<file path="src/rtl/fifo_uart_tx.sv">
// fifo_uart_tx
// Drains bytes from a synchronous FIFO read port and sends each one as an
// 8N1 or 8N2 UART frame. Each frame fetches exactly one byte from the FIFO.
//
// Parameters
//   pClkDiv    clock cycles per UART bit (>= 2)
//   pStopBits  stop bits per frame (1 or 2)
// Ports
//   iClk        system clock, rising edge
//   iRst        synchronous active-high reset
//   iEn         allows new bytes to be fetched from the FIFO
//   iFifoEmpty  FIFO empty flag
//   iFifoData   FIFO read data, valid the cycle after oFifoRdEn
//   oFifoRdEn   single-cycle FIFO read strobe, one per frame
//   oTx         UART line, idles high
//   oBusy       high from the fetch cycle through the last stop-bit cycle
//   oByteDone   one-cycle pulse in the final stop-bit cycle
module fifo_uart_tx #(
    parameter int unsigned pClkDiv   = 104,
    parameter int unsigned pStopBits = 1
) (
    input  logic       iClk,
    input  logic       iRst,
    input  logic       iEn,
    input  logic       iFifoEmpty,
    input  logic [7:0] iFifoData,
    output logic       oFifoRdEn,
    output logic       oTx,
    output logic       oBusy,
    output logic       oByteDone
);

    localparam int unsigned    CW          = $clog2(pClkDiv);
    localparam logic [CW-1:0]  BAUD_RELOAD = CW'(pClkDiv - 1);
    localparam logic [2:0]     LAST_STOP   = 3'(pStopBits - 1);

    typedef enum logic [2:0] {
        S_IDLE,
        S_FETCH,
        S_LOAD,
        S_START,
        S_DATA,
        S_STOP
    } state_t;

    state_t        state_reg, state_next;
    logic [CW-1:0] baud_reg,  baud_next;
    logic [2:0]    bit_reg,   bit_next;     // data bit index, reused as stop-bit index
    logic [7:0]    shift_reg, shift_next;
    logic          tx_reg,    tx_next;
    logic          rd_en_reg, rd_en_next;
    logic          busy_reg,  busy_next;
    logic          done_reg,  done_next;

    always_ff @(posedge iClk) begin
        if (iRst) begin
            state_reg <= S_IDLE;
            baud_reg  <= '0;
            bit_reg   <= '0;
            shift_reg <= '0;
            tx_reg    <= 1'b1;
            rd_en_reg <= 1'b0;
            busy_reg  <= 1'b0;
            done_reg  <= 1'b0;
        end else begin
            state_reg <= state_next;
            baud_reg  <= baud_next;
            bit_reg   <= bit_next;
            shift_reg <= shift_next;
            tx_reg    <= tx_next;
            rd_en_reg <= rd_en_next;
            busy_reg  <= busy_next;
            done_reg  <= done_next;
        end
    end

    // The line level for the next cycle is computed on the transition into
    // each bit, so oTx is a flop that only changes on bit boundaries.
    always_comb begin
        state_next = state_reg;
        baud_next  = baud_reg;
        bit_next   = bit_reg;
        shift_next = shift_reg;
        tx_next    = tx_reg;

        unique case (state_reg)
            S_IDLE: begin
                tx_next = 1'b1;
                if (iEn && !iFifoEmpty) begin
                    state_next = S_FETCH;
                end
            end
            S_FETCH: begin
                state_next = S_LOAD;
            end
            S_LOAD: begin
                shift_next = iFifoData;
                baud_next  = BAUD_RELOAD;
                tx_next    = 1'b0;
                state_next = S_START;
            end
            S_START: begin
                if (baud_reg == '0) begin
                    baud_next  = BAUD_RELOAD;
                    bit_next   = '0;
                    tx_next    = shift_reg[0];
                    shift_next = {1'b0, shift_reg[7:1]};
                    state_next = S_DATA;
                end else begin
                    baud_next = baud_reg - 1'b1;
                end
            end
            S_DATA: begin
                if (baud_reg == '0) begin
                    baud_next = BAUD_RELOAD;
                    if (bit_reg == 3'd7) begin
                        bit_next   = '0;
                        tx_next    = 1'b1;
                        state_next = S_STOP;
                    end else begin
                        bit_next   = bit_reg + 3'd1;
                        tx_next    = shift_reg[0];
                        shift_next = {1'b0, shift_reg[7:1]};
                    end
                end else begin
                    baud_next = baud_reg - 1'b1;
                end
            end
            S_STOP: begin
                if (baud_reg == '0) begin
                    if (bit_reg == LAST_STOP) begin
                        bit_next   = '0;
                        state_next = S_IDLE;
                    end else begin
                        bit_next  = bit_reg + 3'd1;
                        baud_next = BAUD_RELOAD;
                    end
                end else begin
                    baud_next = baud_reg - 1'b1;
                end
            end
            default: begin
                state_next = S_IDLE;
            end
        endcase
    end

    // Registered strobes are decoded from the upcoming state so they line up
    // with the cycle in which that state is current.
    always_comb begin
        rd_en_next = (state_next == S_FETCH);
        busy_next  = (state_next != S_IDLE);
        done_next  = (state_next == S_STOP) && (baud_next == '0) &&
                     (bit_next == LAST_STOP);
    end

    assign oFifoRdEn = rd_en_reg;
    assign oTx       = tx_reg;
    assign oBusy     = busy_reg;
    assign oByteDone = done_reg;

endmodule

</file>
<file path="config.mk">
export PLATFORM = sky130hd
export DESIGN_NAME = fifo_uart_tx
export DESIGN_NICKNAME = d
export VERILOG_FILES = /design/src/rtl/fifo_uart_tx.sv
export SDC_FILE = /design/constraint.sdc
export NUM_CORES = 1
export LEC_CHECK = 0
export ABC_AREA = 1
export CAP_MARGIN = 20
export CORE_MARGIN = 2
export CORE_UTILIZATION = 40
export DETAILED_ROUTE_END_ITERATION = 10
export PLACE_DENSITY = 0.7
export SYNTH_ARGS = -nofsm -noshare
export SYNTH_HDL_FRONTEND = slang
export SYNTH_SLANG_ARGS = --single-unit
</file>
<file path="constraint.sdc">
create_clock -name iClk -period 2.95 [get_ports iClk]
set_clock_uncertainty 0.05 [all_clocks]
set_input_delay 0.295 -clock iClk [delete_from_list [all_inputs] [get_ports iClk]]
set_output_delay 0.295 -clock iClk [all_outputs]
set_load 0.01 [all_outputs]
</file>
==> results by group <==
Worst hold path
  – Hold Crit Start: shift_reg[7]$_SDFFE_PP0P_
  – WHS Path Cells: 2
  – HP Class: reg -> reg
  – WHS Endpoint: shift_reg[7]$_SDFFE_PP0P_

Yosys
  – Yosys cell types: 27
  – Multiplexer share of the synthesized area: 0%
  – Syn_nets: 242
  – Area contributors post-synth: dfxtp_1 34%, nand2_1 14%, inv_1 7.4%
  – Synth Flop Type: dfxtp_1
  – Mean post-synth cell area: 6.55 um^2
  – Simple logic cell fraction of the synthesized area: 39.6%
  – Syn Std Cell Area: 1480 um^2
  – Register area share after synthesis: 33.8%
  – Adder-Cell Fraction of Synth Area: 3.38%
  – Post-synth EDFFs: 0
  – Warnings, synthesis: 0
  – Synth Area in Compound Gates: 11.2%
  – Count leader, synth: nand2_1
  – Async set-or-reset flop fraction in the synthesized netlist: 0%
  – Area leader, netlist: dfxtp_1
  – Main combinational cell family by area after synthesis: simple AND/OR/NAND/NOR gates
  – Cells after synthesis: 226
  – Most common library cells after synthesis: 57 x nand2_1, 29 x inv_1, 29 x nor2_1
  – Synth Register Bits: 25
  – XOR/XNOR share of the synthesized area: 0%
  – Top-area cell type share of the netlist area: 33.8%

Setup path
  – Worst setup EP type: register
  – Crit Path Category: reg -> reg
  – R2R Setup Slk: between 0.9 and 1 ns
  – CP max FO: 13
  – CP arrival: ~2.2 ns
  – Reg2reg end: oByteDone$_SDFF_PP0_
  – Critical path startpoint category: register
  – Required time worst endpoint: 3.11 ns
  – Reg2reg start: baud_reg[0]$_SDFF_PP0_
  – Reg2Reg Depth: 12

Finish
  – Nets: 256
  – Area of the multi-input gates: 802 um^2
  – Layout cells sized above 1: 9.62%
  – Ant. Diodes: 0
  – Seq. cell area: 500 um^2
  – Finished Cell Area: 1690 um^2
  – Area grow syn2layout: 14.1%
  – Max FFs per register: 8
  – FILL cells: a little under 400
  – Final core utilization: 46.8%
  – Non-filler cells, final: 287

STA
  – Maximum clock rate: 501 MHz
  – Final Setup Violations: 0
  – Unrepaired setup endpoints after global routing: no
  – Final min period: between 1.5 and 2 ns
  – Slack of the critical path: 0.953 ns
  – Fin. max-slew vios: 0
  – Hold Vio Cnt, Final: 0
  – Transition time of the tightest slew-check pin: 0.306 ns
  – TNS Setup: 0 ns
  – Final worst path period share: 67.7%
  – Relative slew slack: between 70% and 80%

Run status
  – Status: finished, final reports clean

Clock network
  – Clock slew seen by the registers of the worst setup and hold paths: ~0.090 ns
  – Cts hold-fix bufs: 0
  – CTS resizes: 0
  – Post-CTS setup buffer count: 0
  – Root buffer cell: clkbuf_8
  – Num CTS Buffers: 3
  – H-tree depth: 1
  – Worst skew pair latency: 0.27 ns
  – CTS max path bufs: 2
  – CTS sink cnt: 25
  – CTS tree: done

Global route
  – Total Routing Usage GR: 17.0%
  – Initial antenna violation count: 0
  – Vias in the first global route: 1335
  – Largest net degree at the start of global routing: 18
  – First-pass GRT wire length: roughly 5600 um
  – Gr ovfl total: 0

Die
  – Die area: 4200 um^2
  – Core area: 3610 um^2
  – Row cnt: 22
  – Die height: 64.8 um
  – IO Pins: 16
  – Initial Util: about two fifths
  – Die X: 64.8 um

Pwr
  – Power Dens Cells: about 530 nW/um^2
  – Int Power: 579 uW
  – Psw: 312 uW
  – Flop pwr share: 44.6%
  – Maximum vdd drop: 0.251 mV
  – Static leakage power: 0.000786 uW
  – Combinational power share: 32.9%
  – Switch share: 35.0%
  – Clock power frac: 22.5%

Place
  – Post-Place Setup Slack: 0.970 ns
  – GP Congestion: 0.838
  – Cell Area, Placed: 1640 um^2
  – Dpl hpwl: 2350 um
  – Placed cell count: 283
  – PortBufs: 15

Route
  – DRT Wirelength: 3130 um
  – Detail Route Antenna Nets: 0
  – DRC: 0
  – Routed wire length per instance: approximately 11 um
  – Initial DRC count: 73
  – Drt first pass iters: 4
  – Vias: 1417
  – Vias per std cell: 4.94

Job
  – Max-Cap Viols: 0
-- cells by family after synthesis --
family,Yosys count
AO/OA/AOI/OAI,29
buffers and inverters,40
flip-flops,25
adder cells (fa/ha/maj),4
AND/OR/NAND/NOR,128
-- per-stage QoR --
step           hold slack (ns)  power [uW]
2_1_floorplan            0.394         631
3_3_place_gp             0.407         694
3_5_place_dp             0.412         696
4_1_cts                  0.425         897
5_1_grt                  0.458         968
6_report                 0.423         891
-- power by group through the flow --
stage / registers [uW] / logic (uW) / clock network, uW
3_5_place_dp: 404 / 292 / 0
4_1_cts: 397 / 293 / 207
3_3_place_gp: 404 / 290 / 0
6_report: 397 / 293 / 200
2_1_floorplan: 401 / 230 / 0
5_1_grt: 401 / 341 / 225
-- cell type report --
| class | instances | share of cell area (%) |
|---|---|---|
| timing repair buffer | 16 | 9.33 |
| multi-input combinational | 161 | 47.5 |
| inverter | 33 | 7.33 |
| clock buffer | 4 | 2.67 |
| tap | 48 | 3.56 |
| sequential | 25 | 29.6 |
-- layout by cell type (no fill, tap or decap), drive strengths merged --
master          n
o22ai           1
o21ai          12
nor2           34
ha              4
nand4           4
dfxtp          25
nand3          25
buf             1
a31oi           9
nand3b          2
inv            33
nand2          60
or2             1
clkdlybuf4s50  15
nor3            2
a21oi           7
clkbuf          4
-- critical path, stage by stage (launching register included) --
cell and delay (ns):
dfxtp_1 0.33, inv_1 0.11, ha_1 0.24, inv_1 0.09
nor2_2 0.09, nand3_2 0.22, nand2_1 0.23, nand3_4 0.11
a21oi_2 0.15, nand2_1 0.06, nor2_1 0.12, nand2_1 0.06
nor2_1 0.08
-- metal layers --
metal | up-vias | global-route usage, % | part of all wire [%]
met3 | 7 | 2.08 | 3.5
met5 | - | 0 | 0
met1 | 630 | 21.6 | 47
li1 | 753 | - | -
met4 | 0 | 8.78 | 2.3
met2 | 27 | 28.1 | 47
-- worst max-delay path by stage --
| stage | slack, ns | to | start | cells after the start |
|---|---|---|---|---|
| global placement | 1.05 | oByteDone$_SDFF_PP0_ | baud_reg[0]$_SDFF_PP0_ | 12 |
| floorplan | 1.26 | oByteDone$_SDFF_PP0_ | baud_reg[0]$_SDFF_PP0_ | 12 |
| finish | 0.95 | oByteDone$_SDFF_PP0_ | baud_reg[0]$_SDFF_PP0_ | 12 |
| detailed placement | 0.97 | oByteDone$_SDFF_PP0_ | baud_reg[0]$_SDFF_PP0_ | 12 |
| global route | 0.67 | oByteDone$_SDFF_PP0_ | baud_reg[0]$_SDFF_PP0_ | 12 |
| CTS | 0.95 | oByteDone$_SDFF_PP0_ | baud_reg[0]$_SDFF_PP0_ | 12 |
Note: power is estimated with default switching activity, not from simulation.
